`src/rtl/wb_arb_pkg.sv`:
```
// Shared types and constants for the two-master Wishbone SDRAM port arbiter.
package wb_arb_pkg;

   typedef enum logic {
      ARB_IDLE = 1'b0,
      ARB_OWN  = 1'b1
   } arb_state_e;

   localparam logic M0 = 1'b0;
   localparam logic M1 = 1'b1;

   // One-hot grant vector for a given owner index
   function automatic logic [1:0] grant_vec(input logic owner);
      return (owner == M1) ? 2'b10 : 2'b01;
   endfunction

endpackage

```
`src/rtl/wb_arb_rr_pick.sv`:
```
// Round-robin winner selection between two requesters. The master that was
// served last loses a tie, so two saturating masters alternate.
module wb_arb_rr_pick
   import wb_arb_pkg::*;
(
   input  logic [1:0] i_req,
   input  logic       i_last,
   output logic       o_valid,
   output logic       o_winner
);

   // Tie goes to the master that was not served last; otherwise the sole requester wins
   always_comb begin
      o_valid  = |i_req;
      o_winner = M0;
      if (i_req == 2'b11) begin
         o_winner = ~i_last;
      end else if (i_req[1]) begin
         o_winner = M1;
      end
   end

endmodule

```
`src/rtl/wb_sdram_port_arbiter.sv`:
```
// Two-master round-robin Wishbone arbiter in front of the SDRAM controller.
// A grant is held for the full Wishbone cycle (cyc high) so bursts are never
// split, and one idle cycle always separates consecutive grants.
// Optional stall watchdog: define WB_ARB_TIMEOUT_EN to abort a cycle whose
// slave has not acked within TIMEOUT_CYC strobed cycles.
//
// Handshake: the owner's cyc/stb pass straight through to the slave while the
// arbiter is in OWN; the slave's ack/err are routed back to the owner only,
// and the non-owner sees ack=err=0 until it is granted.
module wb_sdram_port_arbiter
   import wb_arb_pkg::*;
#(
   parameter int AW          = 32,
   parameter int DW          = 32,
   parameter int TIMEOUT_CYC = 1024
) (
   input  logic            wb_clk,
   input  logic            wb_rst_n,

   input  logic [AW-1:0]   m0_adr_i,
   input  logic [DW-1:0]   m0_dat_i,
   input  logic [DW/8-1:0] m0_sel_i,
   input  logic            m0_we_i,
   input  logic            m0_cyc_i,
   input  logic            m0_stb_i,
   output logic [DW-1:0]   m0_dat_o,
   output logic            m0_ack_o,
   output logic            m0_err_o,

   input  logic [AW-1:0]   m1_adr_i,
   input  logic [DW-1:0]   m1_dat_i,
   input  logic [DW/8-1:0] m1_sel_i,
   input  logic            m1_we_i,
   input  logic            m1_cyc_i,
   input  logic            m1_stb_i,
   output logic [DW-1:0]   m1_dat_o,
   output logic            m1_ack_o,
   output logic            m1_err_o,

   output logic [AW-1:0]   s_adr_o,
   output logic [DW-1:0]   s_dat_o,
   output logic [DW/8-1:0] s_sel_o,
   output logic            s_we_o,
   output logic            s_cyc_o,
   output logic            s_stb_o,
   input  logic [DW-1:0]   s_dat_i,
   input  logic            s_ack_i,
   input  logic            s_err_i,

   output logic [1:0]      grant_o
);

   arb_state_e      r_state;
   logic            r_owner;
   logic            r_last;
   logic [1:0]      r_grant;

   logic            w_active;
   logic            w_pick_valid;
   logic            w_pick_winner;
   logic            w_timeout;
   logic            w_release;

   logic [AW-1:0]   w_own_adr;
   logic [DW-1:0]   w_own_dat;
   logic [DW/8-1:0] w_own_sel;
   logic            w_own_we;
   logic            w_own_cyc;
   logic            w_own_stb;

   wb_arb_rr_pick u_pick (
      .i_req    ({m1_cyc_i, m0_cyc_i}),
      .i_last   (r_last),
      .o_valid  (w_pick_valid),
      .o_winner (w_pick_winner)
   );

   assign w_active  = (r_state == ARB_OWN);
   assign w_release = w_active && (!w_own_cyc || w_timeout);

   // Select the current owner's request signals
   always_comb begin
      w_own_adr = m0_adr_i;
      w_own_dat = m0_dat_i;
      w_own_sel = m0_sel_i;
      w_own_we  = m0_we_i;
      w_own_cyc = m0_cyc_i;
      w_own_stb = m0_stb_i;
      if (r_owner == M1) begin
         w_own_adr = m1_adr_i;
         w_own_dat = m1_dat_i;
         w_own_sel = m1_sel_i;
         w_own_we  = m1_we_i;
         w_own_cyc = m1_cyc_i;
         w_own_stb = m1_stb_i;
      end
   end

`ifdef WB_ARB_TIMEOUT_EN
   localparam int TW = $clog2(TIMEOUT_CYC + 1);
   logic [TW-1:0] r_tcnt;

   assign w_timeout = w_active && (r_tcnt == TW'(TIMEOUT_CYC));

   // Count strobed cycles the slave leaves unanswered; any ack/err or release restarts it
   always_ff @(posedge wb_clk) begin
      if (!wb_rst_n) begin
         r_tcnt <= '0;
      end else if (w_release || s_ack_i || s_err_i) begin
         r_tcnt <= '0;
      end else if (w_active && s_stb_o) begin
         r_tcnt <= r_tcnt + 1'b1;
      end
   end
`else
   logic w_unused_timeout_cfg;
   assign w_timeout            = 1'b0;
   assign w_unused_timeout_cfg = (TIMEOUT_CYC != 0);
`endif

   // Arbitration FSM: grant on request, hold for the whole cycle, release through IDLE
   always_ff @(posedge wb_clk) begin
      if (!wb_rst_n) begin
         r_state <= ARB_IDLE;
         r_owner <= M0;
         r_last  <= M1;
         r_grant <= 2'b00;
      end else begin
         case (r_state)
            ARB_IDLE: begin
               if (w_pick_valid) begin
                  r_state <= ARB_OWN;
                  r_owner <= w_pick_winner;
                  r_grant <= grant_vec(w_pick_winner);
               end
            end
            ARB_OWN: begin
               if (w_release) begin
                  r_state <= ARB_IDLE;
                  r_last  <= r_owner;
                  r_grant <= 2'b00;
               end
            end
         endcase
      end
   end

   assign grant_o = r_grant;

   // Slave side is quiet unless a master owns the port; a timeout drops cyc/stb for its abort cycle
   assign s_adr_o = w_active ? w_own_adr : '0;
   assign s_dat_o = w_active ? w_own_dat : '0;
   assign s_sel_o = w_active ? w_own_sel : '0;
   assign s_we_o  = w_active && w_own_we;
   assign s_cyc_o = w_active && w_own_cyc && !w_timeout;
   assign s_stb_o = w_active && w_own_stb && !w_timeout;

   // Read data is broadcast; ack/err reach only the owner
   assign m0_dat_o = s_dat_i;
   assign m1_dat_o = s_dat_i;
   assign m0_ack_o = w_active && (r_owner == M0) && s_ack_i;
   assign m1_ack_o = w_active && (r_owner == M1) && s_ack_i;
   assign m0_err_o = w_active && (r_owner == M0) && (s_err_i || w_timeout);
   assign m1_err_o = w_active && (r_owner == M1) && (s_err_i || w_timeout);

endmodule
```
`config.mk`:
```
export PLATFORM = sky130hd
export DESIGN_NAME = wb_sdram_port_arbiter
export DESIGN_NICKNAME = d
export VERILOG_FILES = /design/src/rtl/wb_arb_pkg.sv /design/src/rtl/wb_arb_rr_pick.sv /design/src/rtl/wb_sdram_port_arbiter.sv
export SDC_FILE = /design/constraint.sdc
export NUM_CORES = 1
export LEC_CHECK = 0
export CORE_AREA = 2 2 124 126
export CTS_CLUSTER_DIAMETER = 50
export DETAILED_ROUTE_END_ITERATION = 16
export DIE_AREA = 0 0 126 128
export GPL_TIMING_DRIVEN = 1
export PLACE_DENSITY = 0.53
export SLEW_MARGIN = 20
export SYNTH_ARGS = -nofsm -noshare
export SYNTH_HDL_FRONTEND = slang
export SYNTH_SLANG_ARGS = --single-unit
```
`constraint.sdc`:
```
create_clock -name wb_clk -period 3.2 [get_ports wb_clk]
set_clock_uncertainty 0.15 [all_clocks]
set_input_delay 0.32 -clock wb_clk [delete_from_list [all_inputs] [get_ports wb_clk]]
set_output_delay 0.32 -clock wb_clk [all_outputs]
set_load 0.005 [all_outputs]
```
After elaboration in Yosys (flattened, before gate mapping)
Index checks and enable logic that the tools add are counted.
{"block": "classes", "n_reduce_logical": 15, "mux": 18, "bitwise": 3, "n_eq_ne": 3}
{"op": "$mux W32", "count": 4}
{"op": "$logic_and A1 B1 Y1", "count": 10}
{"op": "$mux W4", "count": 2}
{"op": "$mux W1", "count": 7}
{"op": "$mux W2", "count": 3}
{"op": "$reduce_and A2 Y1", "count": 3}
{"op": "$ne A2 B1 Y1 const B", "count": 2}
{"op": "$pmux W2 S2", "count": 1}
{"op": "$not A1 Y1", "count": 3}
{"op": "$eq A2 B2 Y1 const B", "count": 1}
{"op": "$pmux W1 S2", "count": 1}
{"op": "$reduce_or A2 Y1", "count": 1}
{"op": "$logic_not A1 Y1", "count": 1}
{"block": "word_totals", "output_inout_bits": 141, "ff_bits": 5, "inputBits": 178}

Logic depth before layout (Yosys ltp)
Gate-level depths: netlist (run 1).
{"block": "logic_depth", "word_depth": 5, "ltp_mapped": 5, "ltp_nobuf": 3}

Cells and area by module
A second synthesis (run 1) with hierarchy kept.
{"block": "hier_totals", "hier_cells": 252, "hier_area_um2": 2018.2}
{"module": "wb_sdram_port_arbiter", "seq_area_each_um2": 100.1, "cells_per_inst": 250, "n_inst": 1, "area_each_um2": 2004.4}
{"module": "wb_arb_rr_pick", "seq_area_each_um2": 0.0, "cells_per_inst": 2, "n_inst": 1, "area_each_um2": 13.8}

Worst setup path before layout (run 1)
Ideal clock, no wire load.
{"block": "synth_timing", "path_type": "register -> output", "start": "register r_owner", "end": "output s_dat_o[15]", "path_buffers": 3, "path_slack_ns": 1.797, "arrival_time_ns": 0.933, "stages_incl_launch_ff": 6, "path_cell_list": "dfxtp_1 -> buf_6 -> buf_6 -> buf_8 -> mux2i_1 -> nor2_1"}
{"block": "synth_between", "elab_chain_cells": 2}
{"element": "start: declaration", "line": "wb_sdram_port_arbiter.sv:54", "source": "logic r_owner;"}
{"element": "start signal: assignment", "line": "wb_sdram_port_arbiter.sv:133", "source": "r_owner <= w_pick_winner;"}
{"element": "$mux W32", "line": "wb_sdram_port_arbiter.sv:89", "source": "if (r_owner == M1) begin"}
{"element": "$mux W32", "line": "wb_sdram_port_arbiter.sv:152", "source": "assign s_dat_o = w_active ? w_own_dat : '0;"}
{"element": "end: declaration", "line": "wb_sdram_port_arbiter.sv:41", "source": "output logic [DW-1:0] s_dat_o,"}
Every way passes these cells.

Final worst setup path (run 1)
{"block": "layout_timing", "start": "register r_state", "end": "output s_dat_o[8]"}
{"block": "layout_between", "elab_chain_cells": 1}
{"element": "start: declaration", "line": "wb_sdram_port_arbiter.sv:53", "source": "arb_state_e r_state;"}
{"element": "start signal: assignment", "line": "wb_sdram_port_arbiter.sv:124", "source": "r_state <= ARB_IDLE;"}
{"element": "start signal: assignment", "line": "wb_sdram_port_arbiter.sv:132", "source": "r_state <= ARB_OWN;"}
{"element": "start signal: assignment", "line": "wb_sdram_port_arbiter.sv:139", "source": "r_state <= ARB_IDLE;"}
{"element": "$mux W32", "line": "wb_sdram_port_arbiter.sv:152"}
Every way passes these cells.

==> results.md, run 1 <==
* Clock slew at reported path FFs at roughly 0.03 ns
* Final Max Tran Viols at 0
* Min-Delay Path Class: flip-flop to flip-flop
* Synth top area share at about two fifths
* CTS root buf: clkbuf_16
* PD cells at about 200 nW/um^2
* Req. time, crit path at 2.73 ns
* Drt first pass iters at 4
* Final core occ at between 20% and 30%
* Setup TNS at 0 ns
* FF-to-FF Start: r_state$_SDFF_PN0_
* CTS buffer count at 3
* Top Metal Used: met4
* H-tree depth at 1
* Unrepaired setup endpoints after global routing: no
* Final Hold Slack at 0.402 ns
* Final Hold Viols at 0
* Met1 WL at approximately 2.8 mm
* Max frequency at approximately 0.4 GHz
* Crit path cell chain: inv_2 -> buf_12 -> nor2_1 -> clkdlybuf4s50_1
* Final setup fails at 0
* Slowest stage delay, CP at roughly 0.5 ns
* First-pass GRT wire length at 11.0 mm
* Status: finished clean
* Avg WL per Cell at 12.8 um
* WS Path Type: flip-flop to primary output
* Hold-fix buffers, CTS at 0
* Overflow after GRT at 0
* Synthesized cell area at 1850 um^2
* R2R Setup Slk at approximately 1.5 ns
* Vias per cell at ~3.6
* P&R area growth vs syn at 106%
* Largest net degree at the start of global routing at 46
* # nets final at roughly 580
* # IOs at ~320
* Number of global-route vias before repair at approximately 2,200
* Antenna Cells at 0
* Skew-Pair Late Insertion Delay at about 0.23 ns
* Worst path arrival time at 2.03 ns
* Max_cap viols at 0
* Post-synthesis area per instance at approximately 7.2 um^2
* Met2 WL at roughly 3.9 mm
* Slew Limit Headroom at about half
* Crit-path slowest cell: clkdlybuf4s50_1
* Fin crit share at slightly below 80%
* Worst Setup EP: s_dat_o[8]
* CTS tree: yes
* Synth warn at 0
* Worst setup EP type: primary output
* Worst-path fanout max at 45
* Worst reg2reg endpoint: grant_o[1]$_SDFFE_PN0P_
* Antenna viol nets, final at 0
* Crit path from: r_state$_SDFF_PN0_
* CORE AREA at approximately 15,000 um^2
* GPL Wtd Cong at between 0.7 and 0.8
* Num rows at 45
* Post-Syn Nets at 435
* Total GRT Usage at about 8.2%
* Iter 0 DRT Violations at 37
* Worst Hold Depth at 2
* CTS Buffer Depth at 2
* Routed wire length at 7.54 mm
* Reg2reg path depth at 3
* Worst vdd ir at about 0.00014 V
* Clock Sinks at 5
* Horiz. Die Dim at ~130 um
* Ratio of cells with drive above 1 in the final layout at under 10%
* Die height at between 100 and 150 um
* Slew @ Worst Pin at 0.771 ns
* Via count at between 2,000 and 2,500
* Initial Util at between 10% and 20%
* Initial antenna violation count at 0
* Metal3 WL at slightly below 700 um
* Leakage at about 0.0013 uW
* Yosys reg bits at 5
* Drt drc at 0
* Mapped Cells at 257
* Area contributors post-synth: mux2i_1 (38%), buf_4 (28%), nor2_1 (15%)
* Worst Setup Start Kind: flip-flop
* Cell taking the most area after synthesis: mux2i_1
* Post-synthesis sequential area ratio at 5.40%
* Netlist cell types at 20
* Post-DP HPWL at approximately 6.3 mm
* Die Area at around 16,000 um^2
* Post-CTS Setup Bufs at 0
* # resized after CTS at 0
* # port buffers at between 200 and 250
* Minimum clock period at roughly 2.5 ns
[synth_stat cells, drive strengths merged]
master / count
o31a: 1
clkbuf: 2
nand2: 4
nand2b: 1
and3: 3
o21ai: 1
o21bai: 1
o31ai: 1
nor2: 74
nor3b: 3
mux2i: 71
dfxtp: 5
buf: 81
inv: 2
o21a: 2
a21boi: 1
a21oi: 4
[layout by cell type, fill, tap and decap left out, types with 2 or more instances in the layout]
master | synthesis | layout
o21a_1 | 2 | 2
clkdlybuf4s50_1 | 0 | 222
dfxtp_1 | 5 | 4
nor3b_1 | 3 | 3
and3_1 | 3 | 3
a21oi_1 | 4 | 4
mux2i_1 | 71 | 71
clkbuf_16 | 0 | 3
buf_12 | 0 | 2
nor2_1 | 74 | 74
nand2_1 | 4 | 4
[routing by layer]
layer / GRT usage (%) / vias to the layer above
met5: 0 / -
met4: 2.33 / 0
met3: 2.50 / 22
met2: 15.0 / 107
met1: 9.26 / 939
li1: - / 1072
[worst max-delay path: cells and delay by family, from the launching register on]
family | cells | cell delay (ns)
buffers and inverters | 3 | 1.18
DFF | 1 | 0.49
and+or+nand+nor | 1 | 0.13
[worst min path at each step]
stage	from	endpoint	slack, ns
finish	r_last$_SDFFE_PN1P_	r_last$_SDFFE_PN1P_	0.40
global route	r_last$_SDFFE_PN1P_	r_last$_SDFFE_PN1P_	0.47
CTS	r_last$_SDFFE_PN1P_	r_last$_SDFFE_PN1P_	0.40
detailed placement	r_last$_SDFFE_PN1P_	r_last$_SDFFE_PN1P_	0.40
global placement	r_last$_SDFFE_PN1P_	r_last$_SDFFE_PN1P_	0.38
floorplan	wb_rst_n	r_last$_SDFFE_PN1P_	0.25
[area by class of cell]
class / instances / area, um^2
fill: 1636 / 11000
multi-input combinational: 167 / 1120
tap: 188 / 235
timing repair buffer: 225 / 2270
clock buffer: 4 / 78.8
sequential: 5 / 104
inverter: 2 / 7.51
[where the power goes]
group	switching [uW]	leakage [uW]	internal, uW
clock	41.0	0.0000382	165
sequential	6.55	0.0000421	68.5
combinational	163	0.00126	339
total	211	0.00134	572
[state kept, by name, summed over array words and instances, names as in the netlist]
name	cells
r_state	1
grant_o	2
r_last	1
r_owner	1
[kinds of logic after synthesis]
logic type	count (synthesis)	share of synthesized area, %
buffers and inverters	85	34.1
muxes	71	38.3
AOI/OAI and AO/OA	11	3.85
and+or+nand+nor	85	18.4
DFF	5	5.40
[through the flow]
step	instance area [um^2]	cells	total power (uW)	setup WS (ns)
floorplan	1850	257	323	1.80
global placement	3740	587	579	0.931
detailed placement	3740	587	582	0.889
CTS	3820	591	793	0.650
global route	3820	591	832	0.491
finish	3820	591	783	0.695
Note: power is estimated with default switching activity, not from simulation.
==> inputs of run 2 (changes only) <==
--- a/config.mk
+++ b/config.mk
@@ -5,10 +5,10 @@
 export SDC_FILE = /design/constraint.sdc
 export NUM_CORES = 1
 export LEC_CHECK = 0
-export CORE_AREA = 2 2 124 126
+export CORE_AREA = 2 2 123 125
 export CTS_CLUSTER_DIAMETER = 50
 export DETAILED_ROUTE_END_ITERATION = 16
-export DIE_AREA = 0 0 126 128
+export DIE_AREA = 0 0 125 127
 export GPL_TIMING_DRIVEN = 1
 export PLACE_DENSITY = 0.53
 export SLEW_MARGIN = 20
==> constraint.sdc (replaced) <==
create_clock -name wb_clk -period 2.4 [get_ports wb_clk]
set_clock_uncertainty 0.15 [all_clocks]
set_input_delay 0.24 -clock wb_clk [delete_from_list [all_inputs] [get_ports wb_clk]]
set_output_delay 0.24 -clock wb_clk [all_outputs]
set_load 0.005 [all_outputs]
==> run 2 against run 1 <==
Against the previous run: sequential power is 53% higher; worst hold slack worse by 0.072 ns; utilization is 1.0 points higher; register-to-register slack worse by 0.65 ns; wire length is 4.7% higher; final area is 0.95% higher; critical path depth stayed put; power is 35% higher; sequential share of layout area hardly changed; highest routed layer unchanged.
==> results.md, run 2 (synthesized netlist as in run 1, its figures left out) <==
* Status: finished clean
* # resized after CTS at 0 (unchanged)
* Most frequent cells in the layout: clkdlybuf4s50_1 (222), nor2_1 (74), mux2i_1 (71)
* Final Max Tran Viols at 0 (unchanged)
* Leakage at 0.00137 uW (+2.3%)
* Req. time, crit path at 2.01 ns (-0.72 ns)
* CTS Buffer Depth at 2 (unchanged)
* Post-DP HPWL at 6.64 mm (+5.0%)
* Max_cap viols at 0 (unchanged)
* Ratio of cells with drive above 1 in the final layout at 3.90% (+1.9 points)
* Most common cell after layout, fill and taps aside: clkdlybuf4s50_1
* Crit path cell chain: buf_4 -> mux2i_1 -> nor2_1 -> clkdlybuf4s50_1
* Worst-path fanout max at 24 (-47%)
* CTS tree: yes
* # IOs at 319 (unchanged)
* Drt drc at 0 (unchanged)
* GPL Wtd Cong at 0.878 (+12%)
* Routed wire length at 7.89 mm (+4.7%)
* Crit-path leading delay family: buffers and inverters
* P&R area growth vs syn at 108%
* Final Hold Viols at 0 (unchanged)
* Min-Delay Path Class: input port to primary output
* Slew @ Worst Pin at 0.429 ns (-0.342 ns)
* Die Area at 15,900 um^2 (-1.6%)
* Final setup fails at 0 (unchanged)
* Cell Area, Placed at 3770 um^2 (+0.94%)
* Slowest stage delay, CP at 0.61 ns (+0.10 ns)
* Skew-Pair Late Insertion Delay at 0.23 ns (about the same)
* Initial Util at 12.9% (+0.38 points)
* Via count at 2,205 (+3.0%)
* Num rows at 44 (-2.2%)
* CTS buffer count at 3 (unchanged)
* Initial antenna violation count at 0 (unchanged)
* Unrepaired setup endpoints after global routing: no
* Antenna Cells at 0 (unchanged)
* Worst vdd ir at 0.000322 V (+130%)
* Slew Limit Headroom at 71.4% (+23 points)
* Overflow after GRT at 0 (unchanged)
* PD cells at 274 nW/um^2 (+33%)
* Total GRT Usage at 8.95% (+0.72 points)
* Die height at 127 um (-0.78%)
* CP bufs+invs at 2 (-1)
* Clock Sinks at 5 (unchanged)
* Max FFs per register at 2 (unchanged)
* Number of global-route vias before repair at 2,210 (+2.8%)
* Vias per cell at 3.71 (+2.5%)
* Worst Setup Start Kind: flip-flop
* # port buffers at 222 (unchanged)
* WS Path Type: flip-flop to primary output
* Worst setup EP type: primary output
* Post-CTS Setup Bufs at 0 (unchanged)
* Iter 0 DRT Violations at 26 (-30%)
* Crit-path slowest cell: dfxtp_4
* Total Power at 1050 uW (+35%)
* Fin crit share at just under 100%
* Minimum clock period at 2.33 ns
* H-tree depth at 1 (unchanged)
* Avg WL per Cell at 13.3 um (+4.2%)
* Drt first pass iters at 4 (unchanged)
* Worst path arrival time at 1.94 ns (-0.09 ns)
* First-pass GRT wire length at 11.8 mm (+7.4%)
* Clock slew at reported path FFs at 0.03 ns (about the same)
* # nets final at 589 (+1.2%)
* CORE AREA at 14,400 um^2 (-3.0%)
* Horiz. Die Dim at 125 um (-0.79%)
* Largest net degree at the start of global routing at 42 (-8.7%)
* Antenna viol nets, final at 0 (unchanged)
* Setup TNS at 0 ns (unchanged)
* Max frequency at roughly 0.43 GHz
* Hold-fix buffers, CTS at 0 (unchanged)
* CTS root buf: clkbuf_16
* Design area at 3850 um^2 (+0.95%)
## run 2: final cells by class
type	count	area, um^2
Fill cell	1553	10600
Multi-Input combinational cell	167	1120
Clock buffer	4	78.8
Timing Repair Buffer	232	2310
Sequential cell	5	105
Tap cell	184	230
Inverter	2	7.51
## run 2: stage by stage
step / hold slack, ns / worst slack, ns / utilization, % / instances
after floorplan: 0.166 / 1.08 / - / 257
after global placement: 0.330 / 0.309 / 26.2 / 590
after detailed placement: 0.330 / 0.304 / 26.2 / 590
after CTS: 0.330 / 0.0501 / 26.7 / 594
after global routing: 0.330 / 0.00494 / 26.7 / 594
final: 0.330 / 0.0652 / 26.7 / 594
## run 2: where the power goes
group	internal [uW]	switching, uW	total (uW)	leakage [uW]
Sequential	91.7	23.1	115	0.0000423
Combinational	458	208	666	0.00129
Clock	220	53.3	273	0.0000382
Total	770	284	1050	0.00137
## run 2: final timing paths
check                       start                      end  slack [ns]  cells past startpoint
max          r_owner$_SDFFE_PN0P_              s_dat_o[15]        0.07                      4
min                   s_dat_i[22]             m0_dat_o[22]        0.33                      0
max reg2reg    r_state$_SDFF_PN0_  grant_o[1]$_SDFFE_PN0P_        0.81                      4
min reg2reg   r_last$_SDFFE_PN1P_      r_last$_SDFFE_PN1P_        0.43                      2
## run 2: metal layers
layer | vias to the layer above | global-route usage, % | wire [um]
met3 | 8 | 2.35 | 574
li1 | 1088 | - | -
met1 | 992 | 9.77 | 2930
met5 | - | 0 | 0
met4 | 0 | 1.50 | 80
met2 | 117 | 17.5 | 4310
## run 2: worst reg2reg max path: cells and delay by family (launching register included)
family          cells  cell delay, ns
compound gates      1            0.29
buf+inv             2            0.40
flops               1            0.42
simple gates        1            0.22
